`config.mk`:
```
export PLATFORM = sky130hd
export DESIGN_NAME = vga_overlay_compositor
export DESIGN_NICKNAME = d
export VERILOG_FILES = /design/src/rtl/vga_pkg.sv /design/src/rtl/pixel_delay_line.sv /design/src/rtl/vga_overlay_compositor.sv
export SDC_FILE = /design/constraint.sdc
export NUM_CORES = 1
export LEC_CHECK = 0
export CORE_MARGIN = 2
export CORE_UTILIZATION = 45
export CTS_BUF_LIST = sky130_fd_sc_hd__clkbuf_16
export DETAILED_ROUTE_END_ITERATION = 10
export HOLD_SLACK_MARGIN = 0.12
export PLACE_DENSITY = 0.69
export SYNTH_ARGS = -nofsm -noshare
export SYNTH_HDL_FRONTEND = slang
export SYNTH_HIERARCHICAL = 1
export SYNTH_SLANG_ARGS = --single-unit
```
`constraint.sdc`:
```
create_clock -name clk -period 16.6 [get_ports clk]
set_clock_uncertainty 0.2 [all_clocks]
set_input_delay 3.32 -clock clk [delete_from_list [all_inputs] [get_ports clk]]
set_output_delay 3.32 -clock clk [all_outputs]
set_load 0.01 [all_outputs]
```
`src/rtl/vga_pkg.sv`:
```
// rtl/vga_pkg.sv - shared types and defaults for the VGA overlay compositor
package vga_pkg;

    localparam int COLOR_W_DEF = 8;
    localparam int COORD_W_DEF = 13;

    typedef enum logic [1:0] {
        MODE_OPAQUE = 2'd0,
        MODE_DIM    = 2'd1,
        MODE_BLEND  = 2'd2,
        MODE_OFF    = 2'd3
    } layer_mode_t;

    typedef struct packed {
        logic [COLOR_W_DEF-1:0] r;
        logic [COLOR_W_DEF-1:0] g;
        logic [COLOR_W_DEF-1:0] b;
    } rgb_t;

endpackage

```
`src/rtl/pixel_delay_line.sv`:
```
// rtl/pixel_delay_line.sv - resettable shift register, DEPTH=0 is a wire
module pixel_delay_line #(
    parameter int WIDTH = 1,
    parameter int DEPTH = 1
) (
    input  logic             clk,
    input  logic             rst,
    input  logic [WIDTH-1:0] i_data,
    output logic [WIDTH-1:0] o_data
);

    generate
        if (DEPTH == 0) begin : g_pass
            assign o_data = i_data;
        end else begin : g_shift
            logic [WIDTH-1:0] r_sr [DEPTH];

            always_ff @(posedge clk or posedge rst) begin
                if (rst) begin
                    for (int k = 0; k < DEPTH; k++) r_sr[k] <= '0;
                end else begin
                    r_sr[0] <= i_data;
                    for (int k = 1; k < DEPTH; k++) r_sr[k] <= r_sr[k-1];
                end
            end

            assign o_data = r_sr[DEPTH-1];
        end
    endgenerate

endmodule

```
`src/rtl/vga_overlay_compositor.sv`:
```
// rtl/vga_overlay_compositor.sv - aligns camera pixels with overlay hits and folds layers over them
module vga_overlay_compositor
    import vga_pkg::*;
#(
    parameter int NUM_LAYERS   = 8,
    parameter int LAT          = 2,
    parameter int COLOR_W      = COLOR_W_DEF,
    parameter int COORD_W      = COORD_W_DEF,
    parameter int BLINK_FRAMES = 30
) (
    input  logic                          clk,
    input  logic                          rst,
    input  logic                          game_en,
    input  logic                          in_valid,
    input  logic                          frame_start,
    input  logic [COLOR_W-1:0]            cam_r,
    input  logic [COLOR_W-1:0]            cam_g,
    input  logic [COLOR_W-1:0]            cam_b,
    input  logic [COORD_W-1:0]            row,
    input  logic [COORD_W-1:0]            col,
    input  logic [NUM_LAYERS-1:0]         layer_hit,
    input  logic [NUM_LAYERS*3*COLOR_W-1:0] layer_color,
    input  logic [NUM_LAYERS*2-1:0]       layer_mode,
    input  logic [NUM_LAYERS-1:0]         layer_blink,
    output logic [COLOR_W-1:0]            out_r,
    output logic [COLOR_W-1:0]            out_g,
    output logic [COLOR_W-1:0]            out_b,
    output logic [COORD_W-1:0]            out_row,
    output logic [COORD_W-1:0]            out_col,
    output logic                          out_valid,
    output logic                          blink_phase
);

    localparam int BUS_W = 3 + 3*COLOR_W + 2*COORD_W;
    localparam int CNT_W = (BLINK_FRAMES > 1) ? $clog2(BLINK_FRAMES) : 1;
    localparam logic [CNT_W-1:0] CNT_MAX = CNT_W'(BLINK_FRAMES - 1);

    logic [BUS_W-1:0]   w_bus_in;
    logic [BUS_W-1:0]   w_bus_dly;
    logic               w_game_en, w_valid, w_fs;
    logic [COLOR_W-1:0] w_cam_r, w_cam_g, w_cam_b;
    logic [COORD_W-1:0] w_row, w_col;

    assign w_bus_in = {game_en, in_valid, frame_start, cam_r, cam_g, cam_b, row, col};

    pixel_delay_line #(
        .WIDTH (BUS_W),
        .DEPTH (LAT)
    ) u_delay (
        .clk    (clk),
        .rst    (rst),
        .i_data (w_bus_in),
        .o_data (w_bus_dly)
    );

    assign {w_game_en, w_valid, w_fs, w_cam_r, w_cam_g, w_cam_b, w_row, w_col} = w_bus_dly;

    // Blink counter: the frame_start pixel itself is composed with the updated phase.
    logic [CNT_W-1:0] r_frame_cnt, w_cnt_nxt;
    logic             r_phase, w_phase_nxt;

    always_comb begin
        w_cnt_nxt   = r_frame_cnt;
        w_phase_nxt = r_phase;
        if (w_fs) begin
            if (r_frame_cnt == CNT_MAX) begin
                w_cnt_nxt   = '0;
                w_phase_nxt = ~r_phase;
            end else begin
                w_cnt_nxt = r_frame_cnt + 1'b1;
            end
        end
    end

    function automatic logic [COLOR_W-1:0] avg(input logic [COLOR_W-1:0] a, input logic [COLOR_W-1:0] b);
        logic [COLOR_W:0] s;
        s = {1'b0, a} + {1'b0, b};
        return s[COLOR_W:1];
    endfunction

    logic [COLOR_W-1:0]   w_acc_r, w_acc_g, w_acc_b;
    logic [3*COLOR_W-1:0] w_col_i;
    layer_mode_t          w_mode_i;

    always_comb begin
        w_acc_r  = w_cam_r;
        w_acc_g  = w_cam_g;
        w_acc_b  = w_cam_b;
        w_col_i  = '0;
        w_mode_i = MODE_OFF;
        for (int i = 0; i < NUM_LAYERS; i++) begin
            w_col_i  = layer_color[i*3*COLOR_W +: 3*COLOR_W];
            w_mode_i = layer_mode_t'(layer_mode[i*2 +: 2]);
            if (w_game_en && layer_hit[i] && (!layer_blink[i] || w_phase_nxt)) begin
                case (w_mode_i)
                    MODE_OPAQUE: begin
                        w_acc_r = w_col_i[3*COLOR_W-1:2*COLOR_W];
                        w_acc_g = w_col_i[2*COLOR_W-1:COLOR_W];
                        w_acc_b = w_col_i[COLOR_W-1:0];
                    end
                    MODE_DIM: begin
                        w_acc_r = w_acc_r >> 1;
                        w_acc_g = w_acc_g >> 1;
                        w_acc_b = w_acc_b >> 1;
                    end
                    MODE_BLEND: begin
                        w_acc_r = avg(w_acc_r, w_col_i[3*COLOR_W-1:2*COLOR_W]);
                        w_acc_g = avg(w_acc_g, w_col_i[2*COLOR_W-1:COLOR_W]);
                        w_acc_b = avg(w_acc_b, w_col_i[COLOR_W-1:0]);
                    end
                    default: ;
                endcase
            end
        end
    end

    always_ff @(posedge clk or posedge rst) begin
        if (rst) begin
            r_frame_cnt <= '0;
            r_phase     <= 1'b1;
            out_r       <= '0;
            out_g       <= '0;
            out_b       <= '0;
            out_row     <= '0;
            out_col     <= '0;
            out_valid   <= 1'b0;
        end else begin
            r_frame_cnt <= w_cnt_nxt;
            r_phase     <= w_phase_nxt;
            out_r       <= w_valid ? w_acc_r : '0;
            out_g       <= w_valid ? w_acc_g : '0;
            out_b       <= w_valid ? w_acc_b : '0;
            out_row     <= w_row;
            out_col     <= w_col;
            out_valid   <= w_valid;
        end
    end

    assign blink_phase = r_phase;

endmodule

```
# After elaboration in Yosys (flattened, before gate mapping)
# Index checks and enable logic that the tools add are counted.
[op_classes] mux=54 n_eq_ne=17 magnitude_cmp=0 bitwise_logic=1 shift=0 n_reduce_logical=40 div_mod_pow=0 addsub=25 mul=0
[ops] operator="8-bit case mux with 3 select lines" n=24
[ops] operator="8-bit by 8-bit adder with 9-bit output" n=24
[ops] operator="8-bit two-way mux" n=27
[ops] operator="2-bit by 1-bit == test with 1-bit output (second input constant)" n=8
[ops] operator="2-bit == test (second input constant)" n=8
[ops] operator="1-bit logical AND" n=16
[ops] operator="2-bit logical NOT" n=8
[ops] operator="1-bit logical NOT" n=8
[ops] operator="1-bit logical OR" n=8
[ops] operator="5-bit by 1-bit adder with 5-bit output (second input constant)" n=1
[ops] operator="5-bit == test (second input constant)" n=1
[ops] operator="5-bit two-way mux" n=1
[ops] operator="1-bit two-way mux" n=2
[ops] operator="1-bit inverter" n=1
[word_totals] ff_bits=163 word_cells=147 memories=0 output_inout_bits=52 mem_bits_rw=0 rom_bits=0 input_bits=279 latch_bits=0

# Longest topological paths before layout
# Gate-level depths: netlist of run 1.
[depth] depth_word=28 ltp_mapped=70 depth_no_buf=67

# Cells and area by module
# The synthesis of run 1 kept the hierarchy.
[modules_own_cells] module="vga_overlay_compositor" cells_each=2466 area_per_inst_um2=17668.2 seq_area_each_um2=1427.6 n_inst=1
[modules_own_cells] module="pixel_delay_line" cells_each=160 area_per_inst_um2=3054.2 seq_area_each_um2=2652.5 n_inst=1

# Worst setup path after synthesis of run 1
# OpenSTA, ideal clock, no wires.
[synth_path] path_kind="input port to flip-flop" start="input port layer_color[17]" end="register out_r[5]" arrival_time_ns=14.145 path_buffers=0 cell_stages=57 setup_ns=0.072 slack_ns=2.183 required_ns=16.328 cell_sequence="inv_1 -> fa_1 -> nand2b_1 -> a21oi_1 -> nor2_1 -> o32ai_1 -> mux2i_1 -> inv_1 -> ha_1 -> or4_1 -> a21o_1 -> a22oi_4 -> ha_1 -> and3_1 -> nor4b_1 -> a211oi_2 -> mux2i_1 -> o22a_1 -> (+21 left out) -> nand2_1 -> o21ai_0 -> o21ai_0 -> nor2_1 -> a21oi_1 -> and2_1 -> nand2_1 -> fa_1 -> nor2_1 -> o21ai_0 -> nand2b_1 -> a21oi_1 -> o21bai_1 -> xor2_1 -> mux2i_1 -> o21ai_0 -> a21oi_1 -> nor2_1"
[synth_between] elab_chain_cells=25
[synth_rtl] element="start: declaration" line="vga_overlay_compositor.sv:22" source="input logic [NUM_LAYERS*3*COLOR_W-1:0] layer_color,"
[synth_rtl] element="8-bit by 8-bit adder with 9-bit output" line="vga_overlay_compositor.sv:77" source="s = {1'b0, a} + {1'b0, b};"
[synth_rtl] element="8-bit case mux with 3 select lines (*)" line="vga_overlay_compositor.sv:95" source="case (w_mode_i)"
[synth_rtl] element="8-bit two-way mux (*)" line="vga_overlay_compositor.sv:94" source="if (w_game_en && layer_hit[i] && (!layer_blink[i] || w_phase_nxt)) begin"
[synth_rtl] element="8-bit by 8-bit adder with 9-bit output" line="vga_overlay_compositor.sv:77"
[synth_rtl] element="8-bit case mux with 3 select lines" line="vga_overlay_compositor.sv:95"
[synth_rtl] element="8-bit two-way mux (*)" line="vga_overlay_compositor.sv:94"
[synth_rtl] element="8-bit by 8-bit adder with 9-bit output" line="vga_overlay_compositor.sv:77"
[synth_rtl] element="8-bit case mux with 3 select lines" line="vga_overlay_compositor.sv:95"
[synth_rtl] element="(+9 left out)"
[synth_rtl] element="8-bit two-way mux (*)" line="vga_overlay_compositor.sv:94"
[synth_rtl] element="8-bit by 8-bit adder with 9-bit output" line="vga_overlay_compositor.sv:77"
[synth_rtl] element="8-bit case mux with 3 select lines" line="vga_overlay_compositor.sv:95"
[synth_rtl] element="8-bit two-way mux (*)" line="vga_overlay_compositor.sv:94"
[synth_rtl] element="8-bit by 8-bit adder with 9-bit output" line="vga_overlay_compositor.sv:77"
[synth_rtl] element="8-bit case mux with 3 select lines" line="vga_overlay_compositor.sv:95"
[synth_rtl] element="8-bit two-way mux (*)" line="vga_overlay_compositor.sv:94"
[synth_rtl] element="8-bit two-way mux (*)" line="vga_overlay_compositor.sv:130" source="out_r <= w_valid ? w_acc_r : '0;"
[synth_rtl] element="end signal: assignment" line="vga_overlay_compositor.sv:130"
[synth_rtl] element="end: declaration" line="vga_overlay_compositor.sv:25" source="output logic [COLOR_W-1:0] out_r,"
# Mark *: on every way between the ends. The rest lies on a longest branch, timed or not.
# A chain may end at the register's enable or synchronous reset.

# Final worst setup path of run 1
[layout_path] start="input port layer_color[18]" end="register out_r[6]"
# The elaborated chain is that of the path after synthesis.

==> Flow_metrics.wiki, run 1 <==
{| class="wikitable"
! Metric !! Value
|-
| Synthesized netlist cell count || 2,626
|-
| Leading cell type in the layout, fill and taps excluded || clkdlybuf4s50_1
|-
| Max capacitance violation total || 0
|-
| Capture point of the worst reg-to-reg path || out_r[6]
|-
| Fraction of registers with async set/reset || 1.00
|-
| RD Place Congestion || 1.05
|-
| Most frequent cells in the layout || clkdlybuf4s50_1, nor2_1, a21oi_1
|-
| Largest stage delay, worst path || 0.52 ns
|-
| Final antenna-violating net count || 0
|-
| Net total in the final layout || 3,394
|-
| Final count of negative-setup-slack endpoints || 0
|-
| Floorplan Core Area || 45,400 sq um
|-
| Sequential cell area || 4080 sq um
|-
| Predominant post-synthesis flop cell || dfrtp_1
|-
| Worst Setup Path Type || in -> reg
|-
| Worst-path fanout max || 6
|-
| Top achievable clock speed || 62.4 MHz
|-
| Number of H-tree levels || 4
|-
| Setup slack of the most critical reg-to-reg path || 3.02 ns
|-
| Total of buffers placed on input and output ports || 330
|-
| End point of the critical path || out_r[6]
|-
| I/O pin count || 331
|-
| Clock buffers created by TritonCTS || 17
|-
| Total negative slack for setup checks || 0 ns
|-
| Worst min-delay path category || reg -> reg
|-
| Startpoint types || input pin
|-
| Yosys warnings || 6
|-
| Final Cycle Share || 0.965
|-
| Number of nets produced by synthesis || 3,120
|-
| Cell at the root of the clock tree || clkbuf_16
|-
| Chip width || 219 microns
|-
| 1st-iter DRT viols || 2,494
|-
| Post-Synthesis Cell Area || 20,700 sq um
|-
| Synth Register Bits || 163
|-
| Height of the die || 219 microns
|-
| Area of the die || 47,800 sq um
|-
| Mean area per synthesized cell || 7.89 sq um
|-
| Crit. Startpoint || layer_color[18]
|-
| Sink Count || 163
|-
| Total detailed-routing wirelength || 82.7 mm
|-
| Worst vdd rail ir drop || 141 uV
|-
| Number of max-slew violations in the final report || 0
|-
| Final HPWL from detailed placement || 66.1 mm
|-
| Final number of hold-violating endpoints || 0
|-
| Deepest clock path buffer count || 2
|-
| Transition time at the pin with the least slew margin || 0.930 ns
|-
| Number of global-route vias before repair || 21,391
|-
| Share of post-route cells with drive strength above 1 || 0.0978
|-
| DRT Pass-1 Iters || 6
|-
| Distinct cell type count after synthesis || 109
|-
| Worst slew margin relative to its limit || 0.373
|-
| Number of cells traversed by the worst hold path || 0
|-
| Cell Pwr Density || 86.5 nW/um^2
|-
| Worst hold slack || 0.144 ns
|-
| Reg2reg path depth || 61
|-
| CTS tree || built
|-
| Number of antenna violations at the first check in global routing || 6
|-
| Post-synth EDFFs || 0
|-
| Part of the Yosys area used for sequential elements || 0.197
|-
| Critical path data required time || 16.73 ns
|-
| Number of rows created at floorplan || 78
|-
| Static Leak || 10.7 nW
|-
| Launch instance of the worst register-to-register path || r_frame_cnt[1]
|-
| Endpoint type of the worst setup path || register
|-
| Clock latency reported for the late side of the worst-skew pair || 0.43 ns
|-
| CP max stage cell || or4_1
|-
| Initial standard-cell utilization of the core || 0.457
|-
| Overall routing resource usage || 0.338
|-
| GRT overflow || 0
|-
| Run status || complete, no violations
|-
| First-pass GRT wire length || 125 mm
|-
| Data arrival at the endpoint of the critical path || 16.15 ns
|-
| Routed via count || 22,578
|-
| Most prevalent standard cell on the critical path || ha_1
|-
| Post-detailed-route wirelength per cell || 23.5 microns
|-
| Area of the multi-input gates || 15,400 sq um
|-
| Hold_buf cts || 0
|-
| Maximum number of pins on one net before global-route repair || 58
|-
| Routed vias/inst || 6.42
|-
| Filler Cells Inserted || 4,187
|-
| Final worst path period need || 16.02 ns
|-
| CTS clk-pin slew, worst paths || 0.06 ns
|-
| Post-route DRC || 0
|-
| Relative area change from synthesis to final layout || 22.8%
|}
==> repair_timing <==
action | in CTS | in global routing
resized for setup | 0 | 40
setup buffers | 0 | 7
setup endpoints to repair | 0 | 14
==> cells by family after synthesis <==
logic type      synth area share
compound gates             0.317
simple gates               0.201
buf+inv                   0.0718
fa+ha+maj                  0.139
flops                      0.197
mux                       0.0498
xor+xnor                  0.0254
==> routing by layer <==
| metal | vias to the layer above | track usage | routed length [microns] |
|---|---|---|---|
| li1 | 10341 | - | - |
| met1 | 10809 | 0.472 | 35500 |
| met2 | 1262 | 0.519 | 36400 |
| met3 | 160 | 0.0654 | 8070 |
| met4 | 6 | 0.113 | 2640 |
| met5 | - | 0 | 36 |
==> cells in the mapped netlist (22+ instances only) <==
cell	count	share of area
a211o_1	22	0.0093
a211oi_1	36	0.013
a21o_1	46	0.017
a21oi_1	200	0.048
a31oi_1	40	0.012
buf_4	63	0.023
clkbuf_1	84	0.015
dfrtp_1	162	0.20
fa_1	24	0.023
ha_1	191	0.12
inv_1	123	0.022
mux2i_1	90	0.043
nand2_1	188	0.034
nand2b_1	50	0.015
nand3_1	61	0.015
nand4_1	24	0.0072
nor2_1	242	0.044
nor2b_1	54	0.016
nor3_1	84	0.020
o211ai_1	28	0.010
o21a_1	26	0.0094
o21ai_0	181	0.044
o22ai_1	33	0.010
or3_1	26	0.0078
xnor2_1	36	0.015
xor2_1	24	0.010
==> through the flow <==
step | std cells | setup WS, ns | power, mW | util | cell area (sq um)
global placement | 3474 | 0.189 | 1.74 | 0.543 | 24600
finish | 3517 | 0.580 | 2.20 | 0.561 | 25500
floorplan | 2626 | 2.18 | 1.35 | - | 20700
global route | 3515 | -0.0873 | 2.35 | 0.561 | 25500
detailed placement | 3474 | -0.0173 | 1.77 | 0.543 | 24600
CTS | 3506 | 0.326 | 2.16 | 0.556 | 25200
==> worst max-delay path, delay by kind of cell <==
family,cells,cell delay (ns)
fa+ha+maj,8,2.98
compound gates,25,5.13
mux,2,0.42
xor+xnor,4,0.64
simple gates,18,2.91
buf+inv,3,0.69
==> worst min-delay path by stage <==
stage | from | endpoint | slack, ns
4_1_cts | u_delay/g_shift.r_sr[95] | u_delay/o_data[42] | 0.15
5_1_grt | u_delay/g_shift.r_sr[84] | u_delay/o_data[31] | 0.15
3_5_place_dp | u_delay/g_shift.r_sr[69] | u_delay/o_data[16] | 0.13
3_3_place_gp | u_delay/o_data[14] | out_row[1] | 0.13
2_1_floorplan | u_delay/g_shift.r_sr[53] | u_delay/o_data[0] | 0.13
6_report | u_delay/g_shift.r_sr[73] | u_delay/o_data[20] | 0.14
==> final cells by class <==
class / count / share of cell area
multi-input combinational: 2146 / 0.604
timing repair buffer: 440 / 0.163
sequential: 163 / 0.160
tap: 600 / 0.0295
inverter: 132 / 0.0196
clock buffer: 17 / 0.0167
clock inverter: 15 / 0.00619
antenna: 4 / 0.000393
==> power breakdown <==
group / total, mW / internal (mW) / switching (mW)
sequential: 0.453 / 0.431 / 0.0217
combinational: 1.36 / 0.571 / 0.791
clock: 0.387 / 0.223 / 0.163
==> registers in the layout (all words and copies together) (netlist names), 5 cells and up <==
register and cells:
u_delay/g_shift.r_sr 53, u_delay/o_data 53, out_col 13, out_row 13
out_b 8, out_g 8, out_r 8, r_frame_cnt 5
Power figures use the tool's default switching activity.
==> run 2, diff against run 1 <==
--- a/config.mk
+++ b/config.mk
@@ -5,9 +5,10 @@
 export SDC_FILE = /design/constraint.sdc
 export NUM_CORES = 1
 export LEC_CHECK = 0
+export CORE_ASPECT_RATIO = 0.7
 export CORE_MARGIN = 2
 export CORE_UTILIZATION = 45
-export CTS_BUF_LIST = sky130_fd_sc_hd__clkbuf_16
+export CTS_BUF_LIST = sky130_fd_sc_hd__clkbuf_4 sky130_fd_sc_hd__clkbuf_8
 export DETAILED_ROUTE_END_ITERATION = 10
 export HOLD_SLACK_MARGIN = 0.12
 export PLACE_DENSITY = 0.69
==> run 2 against run 1 <==
Final cell count shrank 0.54%. Global-route usage is 0.082 points lower. Sequential cell count unchanged. Count of clock-buffer cells in the layout increased by 4. Hold slack better by 0.0051 ns. Core utilization shrank 0.89 points. Via count down 0.54%. Register-to-register slack got worse by 0.03 ns. Critical path depth is 5 lower. First-iteration DRC count rose by 7.5%. Non-clock buffer count fell by 31. Critical endpoint is now out_g[4]. Largest power group unchanged.
==> Flow_metrics.wiki, run 2 (same netlist as run 1, synthesis figures left out) <==
{| class="wikitable"
! Metric !! Value
|-
| Run status || complete, no violations
|-
| Switching share of power || 0.464
|-
| Worst vdd rail ir drop || 69.3 uV
|-
| Proportion of power drawn by combinational gates || 0.639
|-
| Overall routing resource usage || 0.337
|-
| Relative area change from synthesis to final layout || 20.5%
|-
| Most frequent cells in the layout || clkdlybuf4s50_1, nor2_1, a21oi_1
|-
| Top achievable clock speed || 63.0 MHz
|-
| Transition time at the pin with the least slew margin || 1.17 ns
|-
| Setup slack after placement || 0.127 ns
|-
| Routed vias/inst || 6.42
|-
| Final number of hold-violating endpoints || 0
|-
| Clock buffers created by TritonCTS || 17
|-
| Post-detailed-route wirelength per cell || 23.8 microns
|-
| CTS tree || built
|-
| Number of standard cells in the layout, taps in and fillers out || 3,498
|-
| Cell Pwr Density || 83.0 nW/um^2
|-
| Data arrival at the endpoint of the critical path || 16.11 ns
|-
| Initial standard-cell utilization of the core || 0.458
|-
| Worst setup margin || 0.717 ns
|-
| Largest stage delay, worst path || 0.56 ns
|-
| Area of the die || 47,800 sq um
|-
| Final antenna-violating net count || 0
|-
| Maximum number of pins on one net before global-route repair || 67
|-
| Max capacitance violation total || 0
|-
| Sink Count || 163
|-
| Leading cell type in the layout, fill and taps excluded || clkdlybuf4s50_1
|-
| I/O pin count || 331
|-
| Final HPWL from detailed placement || 66.9 mm
|-
| Routed via count || 22,457
|-
| Net switching power || 961 uW
|-
| Chip width || 260 microns
|-
| Part of the total power dissipated in the clock network || 0.140
|-
| Final count of negative-setup-slack endpoints || 0
|-
| Placed Instances || 3,448
|-
| CTS clk-pin slew, worst paths || 0.10 ns
|-
| Number of antenna violations at the first check in global routing || 18
|-
| Endpoint type of the worst setup path || register
|-
| CP max stage cell || clkdlybuf4s50_1
|-
| Height of the die || 184 microns
|-
| Filler Cells Inserted || 4,240
|-
| Net total in the final layout || 3,364
|-
| Floorplan Core Area || 45,200 sq um
|-
| Final Cycle Share || 0.957
|-
| Portion of total power attributed to sequential cells || 0.221
|-
| Number of max-slew violations in the final report || 0
|-
| Post-layout power || 2.07 mW
|-
| Post-route DRC || 0
|-
| Cell-internal power || 1.11 mW
|-
| Worst min-delay path category || reg -> reg
|-
| Number of H-tree levels || 4
|-
| Deepest clock path buffer count || 2
|-
| Number of rows created at floorplan || 65
|-
| 1st-iter DRT viols || 2,681
|-
| Static Leak || 10.5 nW
|-
| Total of buffers placed on input and output ports || 330
|-
| Total detailed-routing wirelength || 83.1 mm
|-
| Startpoint types || input pin
|-
| First-pass GRT wire length || 124 mm
|-
| GRT overflow || 0
|-
| Most prevalent standard cell on the critical path || ha_1
|-
| DRT Pass-1 Iters || 6
|-
| Cell at the root of the clock tree || clkbuf_8
|-
| Clock latency reported for the late side of the worst-skew pair || 0.50 ns
|-
| RD Place Congestion || 1.01
|-
| Final worst path period need || 15.88 ns
|-
| Share of post-route cells with drive strength above 1 || 0.0843
|-
| Worst-path fanout max || 8
|-
| Worst slew margin relative to its limit || 0.223
|-
| Critical path data required time || 16.83 ns
|-
| Worst Setup Path Type || in -> reg
|-
| Total negative slack for setup checks || 0 ns
|-
| Number of global-route vias before repair || 20,778
|}
## run 2: changes by cell type in the layout (fill, tap and decap cells not counted), sizes merged, moves of 3 or more
cell	delta
clkbuf	+4
inv	-3
buf	-31
diode	+8
## run 2: cell type report
| class | count | area (sq um) | share of cell area |
|---|---|---|---|
| repair buffers | 409 | 3910 | 0.157 |
| flip-flops and latches | 163 | 4080 | 0.163 |
| diodes | 12 | 30.0 | 0.00120 |
| multi-input cells | 2147 | 15300 | 0.613 |
| well taps | 603 | 754 | 0.0302 |
| clock buffers | 21 | 270 | 0.0108 |
| clock inverters | 11 | 116 | 0.00466 |
| inverters | 132 | 498 | 0.0199 |
## run 2: worst paths after layout
path | slack (ns) | end | cells past startpoint | startpoint
worst min register to register | 0.15 | u_delay/o_data[10] | 0 | u_delay/g_shift.r_sr[63]
max in group asynchronous | 11.92 | u_delay/o_data[47] | 3 | rst
worst max-delay path | 0.72 | out_g[4] | 55 | layer_mode[1]
min in group asynchronous | 3.05 | u_delay/g_shift.r_sr[105] | 2 | rst
worst max register to register | 2.99 | out_g[4] | 56 | r_frame_cnt[1]
worst min-delay path | 0.15 | u_delay/o_data[10] | 0 | u_delay/g_shift.r_sr[63]
## run 2: what timing repair did
action,4_1_cts,5_1_grt
endpoints found under the setup margin,0,14
gates resized for setup,0,20
hold buffers,0,0
endpoints found under the hold margin,0,0
buffers inserted,0,5
## run 2: per-layer routing
metal	track usage	wire (microns)
met5	0	63
met4	0.0878	1690
met3	0.0935	9580
met2	0.478	34200
met1	0.497	37600
## run 2: metrics by stage
stage                     hold slack (ns)  cell area [sq um]  utilization
after detailed placement            0.135              24400        0.540
final                               0.149              25000        0.552
after CTS                           0.153              24800        0.549
after global routing                0.153              25000        0.552
after global placement              0.132              24400        0.540
after floorplan                     0.131              20700            -
## run 2: critical path: cells and delay by family
kind | cells | cell delay, ns
compound gates | 28 | 6.03
fa+ha+maj | 7 | 2.53
simple gates | 13 | 2.52
buf+inv | 4 | 1.04
xor+xnor | 2 | 0.32
mux | 1 | 0.30
## run 2: power by group through the flow
stage          Clock [mW]  Sequential (mW)  Combinational [mW]
2_1_floorplan           0            0.459               0.888
3_3_place_gp            0            0.463                1.24
3_5_place_dp            0            0.464                1.27
4_1_cts             0.298            0.456                1.28
5_1_grt             0.315            0.460                1.44
6_report            0.290            0.457                1.32
